## src/rtl/alu_pkg.sv

```systemverilog
// alu_pkg: constants and types shared by the ID/EX stage and the ALU.
//   - ALU control codes, MIPS-subset opcode and funct values
//   - default datapath widths (ALU_DATA_W, ALU_REG_AW)
//   - decoded-control record produced by alu_ctl_decode
package alu_pkg;

  localparam int ALU_DATA_W = 32;
  localparam int ALU_REG_AW = 5;

  // ALU control codes
  localparam logic [3:0] ALU_AND = 4'b0000;
  localparam logic [3:0] ALU_OR  = 4'b0001;
  localparam logic [3:0] ALU_ADD = 4'b0010;
  localparam logic [3:0] ALU_SUB = 4'b0110;
  localparam logic [3:0] ALU_SLT = 4'b0111;
  localparam logic [3:0] ALU_NOR = 4'b1100;

  // Opcodes, instruction[31:26]
  localparam logic [5:0] OP_RTYPE = 6'h00;
  localparam logic [5:0] OP_BEQ   = 6'h04;
  localparam logic [5:0] OP_ADDI  = 6'h08;
  localparam logic [5:0] OP_ANDI  = 6'h0C;
  localparam logic [5:0] OP_ORI   = 6'h0D;
  localparam logic [5:0] OP_LW    = 6'h23;
  localparam logic [5:0] OP_SW    = 6'h2B;

  // R-type funct codes, instruction[5:0]
  localparam logic [5:0] FN_ADD = 6'h20;
  localparam logic [5:0] FN_SUB = 6'h22;
  localparam logic [5:0] FN_AND = 6'h24;
  localparam logic [5:0] FN_OR  = 6'h25;
  localparam logic [5:0] FN_NOR = 6'h27;
  localparam logic [5:0] FN_SLT = 6'h2A;

  // Source of the ALU B operand
  typedef enum logic [1:0] {
    BSEL_RT   = 2'd0,
    BSEL_SEXT = 2'd1,
    BSEL_ZEXT = 2'd2
  } bsel_e;

  // Decoded controls; dest_rt selects rt (else rd) as write-back register
  typedef struct packed {
    logic [3:0] aluctl;
    bsel_e      bsel;
    logic       dest_rt;
    logic       reg_write;
    logic       mem_read;
    logic       mem_write;
    logic       branch;
    logic       illegal;
  } dec_t;

endpackage

```

## src/rtl/alu_ctl_decode.sv

```systemverilog
// alu_ctl_decode: purely combinational instruction decode.
//   opcode_i  instruction[31:26]
//   funct_i   instruction[5:0]
//   dec_o     ALU code, B-operand select, destination select and flags
// Unknown encodings raise illegal with aluctl=AND and every flag clear.
// R-type encodings (legal or not) write to rd; all other opcodes use rt.
module alu_ctl_decode
  import alu_pkg::*;
(
  input  logic [5:0] opcode_i,
  input  logic [5:0] funct_i,
  output dec_t       dec_o
);

  // Start from the "illegal/no-op" shape and fill in per opcode
  always_comb begin
    dec_o           = '0;
    dec_o.aluctl    = ALU_AND;
    dec_o.bsel      = BSEL_RT;
    dec_o.dest_rt   = 1'b1;
    case (opcode_i)
      OP_RTYPE: begin
        dec_o.dest_rt   = 1'b0;
        dec_o.reg_write = 1'b1;
        case (funct_i)
          FN_AND:  dec_o.aluctl = ALU_AND;
          FN_OR:   dec_o.aluctl = ALU_OR;
          FN_ADD:  dec_o.aluctl = ALU_ADD;
          FN_SUB:  dec_o.aluctl = ALU_SUB;
          FN_SLT:  dec_o.aluctl = ALU_SLT;
          FN_NOR:  dec_o.aluctl = ALU_NOR;
          default: begin
            dec_o.reg_write = 1'b0;
            dec_o.illegal   = 1'b1;
          end
        endcase
      end
      OP_ADDI: begin
        dec_o.aluctl    = ALU_ADD;
        dec_o.bsel      = BSEL_SEXT;
        dec_o.reg_write = 1'b1;
      end
      OP_ANDI: begin
        dec_o.aluctl    = ALU_AND;
        dec_o.bsel      = BSEL_ZEXT;
        dec_o.reg_write = 1'b1;
      end
      OP_ORI: begin
        dec_o.aluctl    = ALU_OR;
        dec_o.bsel      = BSEL_ZEXT;
        dec_o.reg_write = 1'b1;
      end
      OP_LW: begin
        dec_o.aluctl    = ALU_ADD;
        dec_o.bsel      = BSEL_SEXT;
        dec_o.mem_read  = 1'b1;
        dec_o.reg_write = 1'b1;
      end
      OP_SW: begin
        dec_o.aluctl    = ALU_ADD;
        dec_o.bsel      = BSEL_SEXT;
        dec_o.mem_write = 1'b1;
      end
      OP_BEQ: begin
        dec_o.aluctl = ALU_SUB;
        dec_o.branch = 1'b1;
      end
      default: dec_o.illegal = 1'b1;
    endcase
  end

endmodule

```

## src/rtl/id_ex_stage.sv

```systemverilog
// id_ex_stage: decode-to-execute pipeline register with a 2-entry skid buffer.
//   clk, rst_n        clock, asynchronous active-low reset
//   flush             synchronous kill of every held entry
//   in_valid/in_ready upstream handshake; in_* carry the decoded instruction
//   out_valid/out_ready downstream handshake towards the ALU
//   ex_*              registered ALU operands, ALU code and pipeline controls
// The decoded entry is captured in MAIN (presented on ex_*) or SKID (overflow
// while MAIN is stalled). in_ready depends only on the state register.
module id_ex_stage
  import alu_pkg::*;
#(
  parameter int DATA_W = ALU_DATA_W,
  parameter int REG_AW = ALU_REG_AW
) (
  input  logic              clk,
  input  logic              rst_n,
  input  logic              flush,
  input  logic              in_valid,
  output logic              in_ready,
  input  logic [5:0]        in_opcode,
  input  logic [5:0]        in_funct,
  input  logic [DATA_W-1:0] in_rs_data,
  input  logic [DATA_W-1:0] in_rt_data,
  input  logic [15:0]       in_imm,
  input  logic [REG_AW-1:0] in_rt_addr,
  input  logic [REG_AW-1:0] in_rd_addr,
  output logic              out_valid,
  input  logic              out_ready,
  output logic [3:0]        ex_aluctl,
  output logic [DATA_W-1:0] ex_a,
  output logic [DATA_W-1:0] ex_b,
  output logic [DATA_W-1:0] ex_store_data,
  output logic [REG_AW-1:0] ex_dest,
  output logic              ex_reg_write,
  output logic              ex_mem_read,
  output logic              ex_mem_write,
  output logic              ex_branch,
  output logic              ex_illegal
);

  localparam logic [1:0] ST_EMPTY = 2'd0;
  localparam logic [1:0] ST_ONE   = 2'd1;
  localparam logic [1:0] ST_TWO   = 2'd2;

  localparam int PW = 4 + 3 * DATA_W + REG_AW + 5;

  dec_t              dec;
  logic [DATA_W-1:0] opB;
  logic [REG_AW-1:0] dest;
  logic              regWrite;
  logic [PW-1:0]     newPayload;
  logic [PW-1:0]     mainPayload_q;
  logic [PW-1:0]     skidPayload_q;
  logic [1:0]        state_q;
  logic [1:0]        state_d;
  logic              accept;
  logic              drain;
  logic              loadMainNew;
  logic              loadMainSkid;
  logic              loadSkid;

  alu_ctl_decode u_decode (
    .opcode_i (in_opcode),
    .funct_i  (in_funct),
    .dec_o    (dec)
  );

  // Operand B and destination selection; writes to register 0 are dropped
  always_comb begin
    case (dec.bsel)
      BSEL_SEXT: opB = {{(DATA_W-16){in_imm[15]}}, in_imm};
      BSEL_ZEXT: opB = {{(DATA_W-16){1'b0}}, in_imm};
      default:   opB = in_rt_data;
    endcase
    dest     = dec.dest_rt ? in_rt_addr : in_rd_addr;
    regWrite = dec.reg_write & (dest != '0);
  end

  assign newPayload = {dec.aluctl, in_rs_data, opB, in_rt_data, dest, regWrite,
                       dec.mem_read, dec.mem_write, dec.branch, dec.illegal};

  assign in_ready  = (state_q != ST_TWO);
  assign out_valid = (state_q != ST_EMPTY);
  // flush blocks the accept so an entry offered alongside it is discarded
  assign accept    = in_valid & in_ready & ~flush;
  assign drain     = out_valid & out_ready;

  // Buffer occupancy transitions and which slot gets loaded
  always_comb begin
    state_d      = state_q;
    loadMainNew  = 1'b0;
    loadMainSkid = 1'b0;
    loadSkid     = 1'b0;
    if (flush) begin
      state_d = ST_EMPTY;
    end else begin
      case (state_q)
        ST_EMPTY: begin
          if (accept) begin
            state_d     = ST_ONE;
            loadMainNew = 1'b1;
          end
        end
        ST_ONE: begin
          if (accept && !drain) begin
            state_d  = ST_TWO;
            loadSkid = 1'b1;
          end else if (accept && drain) begin
            loadMainNew = 1'b1;
          end else if (drain) begin
            state_d = ST_EMPTY;
          end
        end
        ST_TWO: begin
          if (drain) begin
            state_d      = ST_ONE;
            loadMainSkid = 1'b1;
          end
        end
        default: state_d = ST_EMPTY;
      endcase
    end
  end

  always_ff @(posedge clk or negedge rst_n) begin
    if (!rst_n) begin
      state_q       <= ST_EMPTY;
      mainPayload_q <= '0;
      skidPayload_q <= '0;
    end else begin
      state_q <= state_d;
      if (loadMainNew) begin
        mainPayload_q <= newPayload;
      end else if (loadMainSkid) begin
        mainPayload_q <= skidPayload_q;
      end
      if (loadSkid) begin
        skidPayload_q <= newPayload;
      end
    end
  end

  assign {ex_aluctl, ex_a, ex_b, ex_store_data, ex_dest, ex_reg_write,
          ex_mem_read, ex_mem_write, ex_branch, ex_illegal} = mainPayload_q;

endmodule

```

## config.mk

```make
export PLATFORM = sky130hd
export DESIGN_NAME = id_ex_stage
export DESIGN_NICKNAME = d
export VERILOG_FILES = /design/src/rtl/alu_pkg.sv /design/src/rtl/alu_ctl_decode.sv /design/src/rtl/id_ex_stage.sv
export SDC_FILE = /design/constraint.sdc
export NUM_CORES = 1
export LEC_CHECK = 0
export CORE_ASPECT_RATIO = 1.2
export CORE_UTILIZATION = 35
export DETAILED_ROUTE_END_ITERATION = 8
export RECOVER_POWER = 25
export SLEW_MARGIN = 20
export SYNTH_ARGS = -nofsm -noshare
export SYNTH_HDL_FRONTEND = slang
export SYNTH_SLANG_ARGS = --single-unit
```

## constraint.sdc

```tcl
create_clock -name clk -period 1.6 [get_ports clk]
set_input_delay 0.24 -clock clk [delete_from_list [all_inputs] [get_ports clk]]
set_output_delay 0.24 -clock clk [all_outputs]
set_load 0.01 [all_outputs]
```

# Yosys cells after proc, flatten, opt, wreduce, memory -nomap -nowiden
# Cells that the tools add are included.
# word_totals
reg_bits	222
output_inout_bits	112
word_cells	75
in_bits	107
# classes
n_mux	32
n_bitwise	5
reduce_logical	14
n_eq_ne	21
# ops
op	count
2-to-1 mux 110 bit	2
case mux 32 bit (2 select lines)	1
equality test 6 bit (second input constant)	8
case mux 4 bit (5 select lines)	1
equality test 6 x 4 -> 1 bit (second input constant)	3
case mux 4 bit (4 select lines)	1
2-to-1 mux 1 bit	15
2-to-1 mux 2 bit	6
OR reduction 6 bit	2
inequality test 4 bit (second input constant)	2
equality test 6 x 3 -> 1 bit (second input constant)	1
logical NOT 6 bit	1
inequality test 3 bit (second input constant)	2
case mux 1 bit (2 select lines)	3
case mux 2 bit (3 select lines)	1
2-to-1 mux 5 bit	1
nonzero test 5 bit	1
AND 1 bit	4
equality test 2 x 1 -> 1 bit (second input constant)	2
equality test 2 bit (second input constant)	2
case mux 2 bit (2 select lines)	1
AND reduction 4 bit	1
nonzero test 2 bit	2
OR reduction 4 bit	1
other kinds (7)	8

# Depth between registers and ports, before layout
# Gate-level depths: netlist of the first run.
# logic_depth
ltp_word	9
mapped_depth	10

# Modules after synthesis
# Synthesis of the first run repeated with hierarchy kept, for this count alone.
# hier_totals
cells_unflattened	757
hier_area_um2	9963.3
# modules_own_cells
mod	area_each_um2	cells_each	n_inst
id_ex_stage	9694.3	721	1
alu_ctl_decode	269.0	36	1

# Worst setup path after synthesis of the first run
# Ideal clock, no wire load.
# synth_path
kind	input to register
startpoint	input in_opcode[0]
endpoint	register mainPayload_q[64]
setup_ns	0.126
required_time_ns	1.474
n_path_buf	3
path_stages	10
path_slack_ns	-0.951
t_arrival_ns	2.425
path_cell_list	or4b_1 > a211o_1 > ha_1 > buf_2 > and3b_1 > clkbuf_1 > buf_2 > a21oi_1 > nor2_1 > a221o_1
# synth_via
elab_chain_len	6
word_cells_on_any_way	12
classes_between	7 x eq/ne; 3 x mux; 2 x reduce/logical
# synth_lines
item	line_no	source
start: declaration	id_ex_stage.sv:20	input logic [5:0] in_opcode,
equality test 6 x 4 -> 1 bit or equality test 6 bit (tied branches)	alu_ctl_decode.sv:21	case (opcode_i)
OR reduction 3 bit (no source line) or OR reduction 2 bit (tied branches)	-	
case mux 2 bit (2 select lines) (*)	alu_ctl_decode.sv:21	
equality test 2 bit or equality test 2 x 1 -> 1 bit (tied branches)	id_ex_stage.sv:70	case (dec.bsel)
case mux 32 bit (2 select lines) (*)	id_ex_stage.sv:70	
2-to-1 mux 110 bit (*)	id_ex_stage.sv:132	if (loadMainNew) begin
end signal: assignment	id_ex_stage.sv:133	mainPayload_q <= newPayload;
end signal: assignment	id_ex_stage.sv:135	mainPayload_q <= skidPayload_q;
end: declaration	id_ex_stage.sv:52	logic [PW-1:0] mainPayload_q;
# Every way passes the cells marked *; elsewhere a longest branch is shown, timed or not.
# A chain may end at the register's enable or synchronous reset.

# Final worst setup path of the first run
# layout_path
startpoint	input in_opcode[5]
endpoint	register mainPayload_q[63]
# Same word-level chain as after synthesis.

==> impl_metrics.json, run 1 <==
{
  "die_x_um": 150,
  "clk_path_buf_depth": 3,
  "synth-main-ff-cell": "dfrtp_1",
  "core_region_area_um2": 25700,
  "met2_usage_pct": 31.9,
  "nNetsFinal": 1246,
  "cp.depth": 9,
  "path_cells": "buf_6 -> or4b_1 -> a211o_1 -> ha_4 -> buf_4 -> buf_4 -> a21oi_2 -> nor2_1 -> a221o_1",
  "final_max_slew_viol_count": 0,
  "drtIter0Drc": 396,
  "ios": 219,
  "fin_crit_ns": 1.95,
  "hp-class": "in2reg",
  "h-tree-depth": 1,
  "rows": 64,
  "final_common_cell": "dfrtp_1",
  "synth_cell_type_count": 46,
  "grt_setup_unrepaired": "yes",
  "vias_per_cell": 5.16,
  "final_hold_viol_count": 0,
  "cts_tree": "yes",
  "clock_latency_ns": 0.52,
  "grt_max_degree": 58,
  "layout_common_cells": "dfrtp_1 (221), nand2_1 (173), dlygate4sd2_1 (110)",
  "hold_depth": 4,
  "vias": 7669,
  "met1_usage_pct": 26.3,
  "wl_per_cell_um": 19.0,
  "finClkSkew_ns": 0.0150,
  "maxCapViolCount": 0,
  "ctsRootBufferMaster": "clkbuf_16",
  "synth_area_um2": 9260,
  "area_delta_synth_final_pct": 55.2,
  "critPathMaxStageDelay_ns": 0.51,
  "grtUsageTotal_pct": 19.9,
  "place_congestion": 0.782,
  "drt-total-wl_um": 28300,
  "antenna_found_initial": 1,
  "async_flop_share_pct": 100,
  "cpMaxStageDelayCell": "or4b_1",
  "relSlewSlack_pct": 41.3,
  "peakVddDrop_v": 0.000796,
  "crit_path_end_kind": "flop",
  "tns_ns": -15.07,
  "avgSynthCellArea_um2": 11.1,
  "route.detailed.drc": 0,
  "die_y_um": 180,
  "die_area_um2": 27100,
  "crit_fanout": 16,
  "clk_pin_slew_ns": 0.06,
  "outcome": "complete, but fails checks",
  "met3_usage_pct": 5.65,
  "critPathBufInv": 3,
  "synth_edf_count": 0,
  "failed_checks": "setup timing",
  "grt_busiest_layer": "met2",
  "worstPathRequired_ns": 2.01,
  "initial_utilization_pct": 36.0,
  "drive_above_1_share_pct": 28.5,
  "power_density_nw_per_um2": 1150,
  "place.port_buffers": 218,
  "setup_ws_ns": -0.349,
  "ys_seq_area_share_pct": 60.0,
  "max_freq_mhz": 513,
  "syn_nets": 941,
  "numCtsBuffers": 25,
  "cp.arrival_ns": 2.36,
  "ant_nets": 0,
  "critical_path.top_delay_family": "compound AO/OA/AOI/OAI gates",
  "synth_cells": 832,
  "final_area_um2": 14400,
  "path_class": "in2reg",
  "grt_pass1_wl_um": 42500,
  "yosysWarnings": 0,
  "p_leak_nw": 6.67,
  "setup_viol": 88,
  "grt_pass1_vias": 7663,
  "worstMarginPinSlew_ns": 0.880,
  "drt_pass1_iterations": 5,
  "yosys_register_bits": 222,
  "min_period_over_period_pct": 122,
  "cp-start-kind": "primary input",
  "hpwl_um": 17600,
  "gr-total-overflow": 0,
  "placed_area_um2": 12500,
  "cpMostUsedCell": "buf_4",
  "rr_worst_depth": 6,
  "cts.sinks": 222
}
[cell families after synthesis]
kind of cell    count (synthesis)  synth area share [%]
fa+ha+maj                       2                 0.270
simple gates                  242                  11.4
mux                            71                  8.56
buf+inv                        61                  2.82
compound gates                234                  17.0
flops                         222                  60.0
[routing by layer]
| metal | up-vias | routed length (um) |
|---|---|---|
| met5 | - | 0 |
| met4 | 0 | 467 |
| met3 | 31 | 2200 |
| met2 | 223 | 13500 |
| met1 | 3802 | 12100 |
| li1 | 3613 | - |
[repair_timing]
item	in CTS	in global routing
endpoints found under the hold margin	47	0
gates cloned	5	13
buffers inserted	4	17
gates resized for setup	246	89
pin swaps	24	48
setup endpoints to repair	248	202
hold buffers	1	0
[final timing paths]
path                                     from                  to  slack [ns]
hold / removal                   in_opcode[3]    mainPayload_q[2]        0.18
setup / recovery                 in_opcode[5]   mainPayload_q[63]       -0.35
setup reg to reg                   state_q[0]   mainPayload_q[73]       -0.10
max in group asynchronous               rst_n          state_q[1]        0.24
min in group asynchronous               rst_n   mainPayload_q[16]        0.40
hold reg to reg            mainPayload_q[103]  mainPayload_q[103]        0.46
[per-stage QoR]
| step | hold slack, ns | util, % | std cells | total power, mW | worst slack, ns |
|---|---|---|---|---|---|
| 6_report | 0.180 | 55.9 | 1485 | 16.5 | -0.349 |
| 5_1_grt | 0.193 | 55.9 | 1484 | 17.3 | -0.386 |
| 4_1_cts | 0.154 | 52.9 | 1454 | 16.4 | -0.356 |
| 3_5_place_dp | 0.225 | 48.7 | 1400 | 10.9 | -1.24 |
| 3_3_place_gp | 0.220 | 48.7 | 1400 | 10.8 | -1.22 |
| 2_1_floorplan | -0.0556 | - | 832 | 8.86 | -0.825 |
[worst reg2reg max path: cells and delay by family (launching register included)]
| family | cells | cell delay (ns) |
|---|---|---|
| AO/OA/AOI/OAI | 2 | 0.36 |
| buffers and inverters | 3 | 0.47 |
| flip-flops | 1 | 0.40 |
| AND/OR/NAND/NOR | 1 | 0.35 |
[cells in the mapped netlist (all sizes together) (2+ instances only)]
cell    count  area, um2
a21oi      21        105
inv         2       7.50
or2         3       18.8
nor3b       3       27.5
o22ai       2       12.5
or4b        2       20.0
o21ai      72        360
nor2b       5       31.3
mux2       65        732
nor3        6       41.3
nand2     183        687
mux2i       6       60.1
a221o      17        170
dfrtp     222       5560
nand2b      3       18.8
clkbuf     29        109
nand3       2       10.0
nor4        2       12.5
nand3b      2       15.0
a22oi     109        818
buf        30        145
nor2       23        103
o31ai       3       22.5
nand4       2       12.5
ha          2       25.0
a211oi      2       15.0
[layout make-up]
cell class              count  area, um2
repair buffers            336       3590
multi-input cells         550       3990
fillers                  2208      11300
well taps                 330        413
flip-flops and latches    222       5560
diodes                      1       2.50
inverters                   2       7.51
clock buffers              34        699
clock inverters            10        106
[report_power, final]
| group | switching (mW) | internal (mW) |
|---|---|---|
| Clock | 2.29 | 3.37 |
| Combinational | 1.51 | 1.82 |
| Sequential | 0.667 | 6.81 |
| Total | 4.46 | 12.0 |
[state kept, by name (all words and copies together), names as in the netlist]
signal,flops
state_q,2
skidPayload_q,110
mainPayload_q,110
(Power assumes the default switching activity.)
==> run 2, diff against run 1 <==
Settings changed: SYNTH_HIERARCHICAL set to 1.
Clock period 1.6 ns to 2.11 ns, I/O delays scaled along.
==> impl_metrics.json, run 2 <==
{
  "placed_area_um2": 13000,
  "p_leak_nw": 6.24,
  "synth-main-ff-cell": "dfrtp_1",
  "crit_path_end_kind": "output pin",
  "nNetsFinal": 1124,
  "initial_utilization_pct": 35.6,
  "grt_pass1_vias": 7543,
  "path_class": "reg2out",
  "grtUsageTotal_pct": 17.9,
  "wl_per_cell_um": 18.3,
  "crit_fanout": 7,
  "maxCapViolCount": 0,
  "synth_fa_ha_area_share_pct": 0.251,
  "numCtsBuffers": 25,
  "setup_viol": 0,
  "clk_pin_slew_ns": 0.06,
  "critPathBufInv": 1,
  "critPathMaxStageDelay_ns": 0.48,
  "route.detailed.drc": 0,
  "clk_path_buf_depth": 3,
  "yosysTopAreaCellShare_pct": 55.8,
  "relSlewSlack_pct": 24.3,
  "min_period_over_period_pct": 97.2,
  "synth_cell_type_count": 53,
  "finClkSkew_ns": 0.00704,
  "synth_area_um2": 9960,
  "path_cells": "or2_2 -> clkdlybuf4s50_1",
  "drt-total-wl_um": 25800,
  "synth.most_common_cell": "dfrtp_1",
  "final_area_um2": 13900,
  "drt_pass1_iterations": 4,
  "gr-total-overflow": 0,
  "cpMaxStageDelayCell": "clkdlybuf4s50_1",
  "fin_crit_ns": 2.05,
  "synth_top_family_by_area": "multiplexers",
  "synth_area_leaders": "dfrtp_1 (56%), mux2_1 (11%), a221o_1 (7.7%), mux2_2 (5.3%), and2_1 (4.6%)",
  "synth_cells": 757,
  "area_delta_synth_final_pct": 39.1,
  "hold_depth": 2,
  "syn_nets": 866,
  "yosys-top-cells-count": "dfrtp_1 (222), mux2_1 (98), a221o_1 (77), and2_1 (73), mux2_2 (47)",
  "async_flop_share_pct": 100,
  "power_density_nw_per_um2": 905,
  "antenna_found_initial": 0,
  "register_area_um2": 5560,
  "cts_tree": "yes",
  "peakVddDrop_v": 0.000531,
  "hpwl_um": 17600,
  "worstPathRequired_ns": 1.79,
  "antennaDiodeCount": 0,
  "critical_path.top_delay_family": "buffers and inverters",
  "layout_common_cells": "dfrtp_1 (220), clkdlybuf4s50_1 (212), mux2_1 (98)",
  "place_congestion": 0.751,
  "hold_path_end": "skidPayload_q[95]",
  "r2r-start": "state_q[1]",
  "ctsRootBufferMaster": "clkbuf_16",
  "die_y_um": 187,
  "yosys.area.top_type": "dfrtp_1",
  "synth_edf_count": 0,
  "rows": 67,
  "clock_latency_ns": 0.51,
  "ios": 219,
  "yosysWarnings": 6,
  "rr_worst_depth": 6,
  "drive_above_1_share_pct": 16.9,
  "layoutNonFillerInstCount": 1412,
  "synthMuxAreaShare_pct": 20.1,
  "cp-start-kind": "flop",
  "multi_input_area_um2": 4100,
  "final_max_slew_viol_count": 0,
  "ant_nets": 0,
  "synth_compound_area_share_pct": 10.7,
  "final_common_cell": "dfrtp_1",
  "place.port_buffers": 218,
  "filler_cell_count": 2549,
  "final_core_util_pct": 49.5,
  "final_hold_viol_count": 0,
  "cp.arrival_ns": 1.73,
  "dp_slack_ns": -0.654,
  "power_mw": 12.5,
  "avgSynthCellArea_um2": 13.2,
  "setup_ws_ns": 0.0601,
  "die_x_um": 156,
  "synth-simple-area-share_pct": 9.76,
  "die_area_um2": 29100,
  "ys_seq_area_share_pct": 55.8,
  "vias_per_cell": 5.00,
  "place_inst": 1362,
  "r2r-end": "skidPayload_q[64]",
  "synth_xor_area_share_pct": 0,
  "hold_start": "in_rs_data[21]",
  "reg_top3": "mainPayload_q x110, skidPayload_q x110, state_q x2",
  "yosys_register_bits": 222,
  "h-tree-depth": 1,
  "hp-class": "in2reg",
  "drtIter0Drc": 309,
  "reg2reg_slack_ns": 0.32,
  "max_freq_mhz": 488,
  "grt_pass1_wl_um": 41700,
  "cts.sinks": 222,
  "grt_max_degree": 60,
  "vias": 7061,
  "grt_setup_unrepaired": "no",
  "core_region_area_um2": 28000,
  "outcome": "finished, final reports clean",
  "worstMarginPinSlew_ns": 1.14
}
-- run 2: changes by cell type after synthesis, moves of 19 or more --
| cell | change |
|---|---|
| mux2i_1 | +29 |
| a21oi_1 | -19 |
| mux2_1 | +98 |
| a221o_1 | +60 |
| a22oi_1 | -98 |
| o21ai_0 | -49 |
| nand2_1 | -144 |
| and2_1 | +72 |
-- run 2: worst max path at each step --
| stage | slack, ns | end | depth (start not counted) | startpoint |
|---|---|---|---|---|
| 2_1_floorplan | 0.02 | skidPayload_q[64] | 9 | in_opcode[0] |
| 3_3_place_gp | -0.60 | skidPayload_q[60] | 9 | in_opcode[0] |
| 4_1_cts | 0.02 | out_valid | 2 | state_q[0] |
| 6_report | 0.06 | out_valid | 2 | state_q[0] |
| 3_5_place_dp | -0.65 | skidPayload_q[63] | 9 | in_opcode[0] |
| 5_1_grt | 0.01 | out_valid | 2 | state_q[0] |
-- run 2: report_power, final --
group | switching, mW | internal, mW
logic | 1.02 | 1.59
clock network | 1.70 | 2.55
registers | 0.466 | 5.21
-- run 2: cell type report --
type / instances / share of cell area, %
Sequential cell: 222 / 40.1
Multi-Input combinational cell: 465 / 29.6
Timing Repair Buffer: 285 / 20.6
Clock buffer: 40 / 5.43
Tap cell: 379 / 3.42
Inverter: 16 / 0.433
Clock inverter: 5 / 0.388
-- run 2: kinds of logic (layout without fill, tap and decap cells) --
kind of cell | Yosys count | count (layout)
AO/OA/AOI/OAI | 118 | 118
AND/OR/NAND/NOR | 164 | 164
buffers and inverters | 70 | 346
flip-flops | 222 | 222
multiplexers | 181 | 181
adder cells (fa/ha/maj) | 2 | 2
-- run 2: per-stage QoR --
step	setup TNS, ns	hold slack, ns
after CTS	0	0.288
after detailed placement	-48.61	0.243
after floorplan	0	0.0209
after global placement	-45.41	0.249
after global routing	0	0.435
final	0	0.435
-- run 2: timing repair --
item / in CTS / in global routing
resized for setup: 6 / 8
setup buffers: 2 / 1
hold buffers: 1 / 0
pin swaps: 2 / 3
gates cloned: 0 / 1
hold endpoints to repair: 37 / 0
setup endpoints to repair: 58 / 57
-- run 2: routing by layer --
| metal | global-route usage [%] | part of all wire [%] |
|---|---|---|
| met1 | 23.4 | 44 |
| met2 | 29.9 | 48 |
| met3 | 3.66 | 5.4 |
| met4 | 4.94 | 2.1 |
| met5 | 0 | 0 |
==> run 3, diff against run 2 <==
Settings changed: CTS_BUF_LIST set to sky130_fd_sc_hd__clkbuf_4.
==> impl_metrics.json, run 3 (same netlist as run 2, synthesis figures left out) <==
{
  "outcome": "finished, final reports clean",
  "ios": 219,
  "crit_fanout": 16,
  "cp.arrival_ns": 2.55,
  "cp-startpoint": "in_opcode[0]",
  "maxCapViolCount": 0,
  "gr-total-overflow": 0,
  "cts_tree": "yes",
  "core_region_area_um2": 28000,
  "p_seq_share_pct": 47.4,
  "wl_per_cell_um": 17.6,
  "min_period_over_period_pct": 95.0,
  "vias_per_cell": 4.97,
  "antenna_found_initial": 1,
  "p_sw_mw": 3.21,
  "drt-total-wl_um": 25800,
  "numCtsBuffers": 59,
  "die_area_um2": 29100,
  "register_area_um2": 5560,
  "cp-endpoint": "skidPayload_q[72]",
  "grt_pass1_wl_um": 42200,
  "fin_crit_ns": 2.01,
  "internal-power_mw": 8.74,
  "multi_input_area_um2": 4090,
  "grtUsageTotal_pct": 18.3,
  "final_core_util_pct": 49.0,
  "place_congestion": 0.751,
  "final_max_slew_viol_count": 0,
  "die_y_um": 187,
  "reg2reg_slack_ns": 0.25,
  "drive_above_1_share_pct": 21.0,
  "path_class": "in2reg",
  "rr_worst_depth": 5,
  "peakVddDrop_v": 0.000530,
  "relSlewSlack_pct": 25.4,
  "nNetsFinal": 1156,
  "power_mw": 11.9,
  "h-tree-depth": 2,
  "area_delta_synth_final_pct": 37.6,
  "cp-start-kind": "primary input",
  "swShare_pct": 26.8,
  "max_freq_mhz": 499,
  "setup_ws_ns": 0.105,
  "r2r-end": "mainPayload_q[69]",
  "ant_nets": 0,
  "drt_pass1_iterations": 4,
  "clock_latency_ns": 0.68,
  "clk_pin_slew_ns": 0.06,
  "power_density_nw_per_um2": 872,
  "worstPathRequired_ns": 2.65,
  "finClkSkew_ns": 0.0193,
  "hpwl_um": 17600,
  "p_leak_nw": 6.26,
  "final_common_cell": "dfrtp_1",
  "drtIter0Drc": 264,
  "worstMarginPinSlew_ns": 1.12,
  "grt_pass1_vias": 7795,
  "reg_top3": "mainPayload_q x110, skidPayload_q x110, state_q x2",
  "place.port_buffers": 218,
  "grt_max_degree": 60,
  "vias": 7279,
  "final_hold_viol_count": 0,
  "pwr-share-comb_pct": 21.7,
  "crit_path_end_kind": "flop",
  "cts.sinks": 222,
  "rows": 67,
  "die_x_um": 156,
  "dp_slack_ns": -0.654,
  "layout_common_cells": "dfrtp_1 (221), clkdlybuf4s50_1 (212), mux2_1 (98)",
  "pwr-share-clk_pct": 30.8,
  "grt_setup_unrepaired": "no",
  "hp-class": "in2reg",
  "route.detailed.drc": 0,
  "setup_viol": 0,
  "clk_path_buf_depth": 3,
  "ctsRootBufferMaster": "clkbuf_4",
  "r2r-start": "state_q[0]",
  "initial_utilization_pct": 35.6,
  "filler_cell_count": 2590
}
## run 3: cell count changes in the layout (fill, tap and decap cells not counted), sizes merged
cell / before / now
buf: 63 / 62
bufinv: 1 / 0
clkbuf: 44 / 95
clkinv: 3 / 7
diode: 0 / 1
## run 3: metrics by stage
step           area, um2  hold WS, ns  std cells  TNS, ns
2_1_floorplan       9960       0.0209        757        0
3_5_place_dp       13000        0.243       1362   -48.61
4_1_cts            13700       0.0680       1465        0
3_3_place_gp       13000        0.249       1362   -45.41
5_1_grt            13700        0.217       1466        0
6_report           13700        0.267       1466        0
## run 3: layout make-up
class,instances,area share [%]
inverters,16,0.438
well taps,379,3.46
clock inverters,8,0.228
clock buffers,92,5.04
repair buffers,283,20.5
flip-flops and latches,222,40.5
diodes,1,0.0183
multi-input cells,465,29.8
## run 3: worst min-delay path by stage
stage | cells after the start | from | endpoint
5_1_grt | 2 | in_rs_data[5] | skidPayload_q[79]
3_3_place_gp | 1 | rst_n | skidPayload_q[74]
3_5_place_dp | 1 | rst_n | mainPayload_q[74]
2_1_floorplan | 0 | rst_n | mainPayload_q[0]
6_report | 2 | in_rs_data[21] | skidPayload_q[95]
4_1_cts | 2 | rst_n | state_q[0]
## run 3: power groups by stage
stage	Sequential [mW]	Combinational, mW	Clock [mW]
4_1_cts	5.68	2.66	3.86
5_1_grt	5.79	2.83	4.06
6_report	5.67	2.60	3.68
3_5_place_dp	5.75	2.65	0
3_3_place_gp	5.72	2.60	0
2_1_floorplan	5.82	1.05	0
## run 3: layer usage
metal	global-route usage [%]	vias to the layer above	share of wire [%]	wire [um]
li1	-	3391	-	-
met1	23.1	3621	43	11100
met2	29.4	218	48	12300
met4	7.39	0	2.8	726
met5	0	-	0	0
met3	5.26	49	6.7	1730
## run 3: critical path, cell delays in order
cell and delay (ns):
clkdlybuf4s50_1 0.47, nor4_4 0.36, a31o_1 0.26, inv_1 0.06, ha_2 0.38, nand3b_1 0.17, buf_12 0.16, nand2_1 0.07
mux2_1 0.28
## run 3: timing repair
item / 4_1_cts / 5_1_grt
hold buffers: 1 / 0
setup buffers: 2 / 0
setup endpoints to repair: 2 / 37
cloned: 0 / 0
gates resized for setup: 3 / 5
hold endpoints to repair: 222 / 0
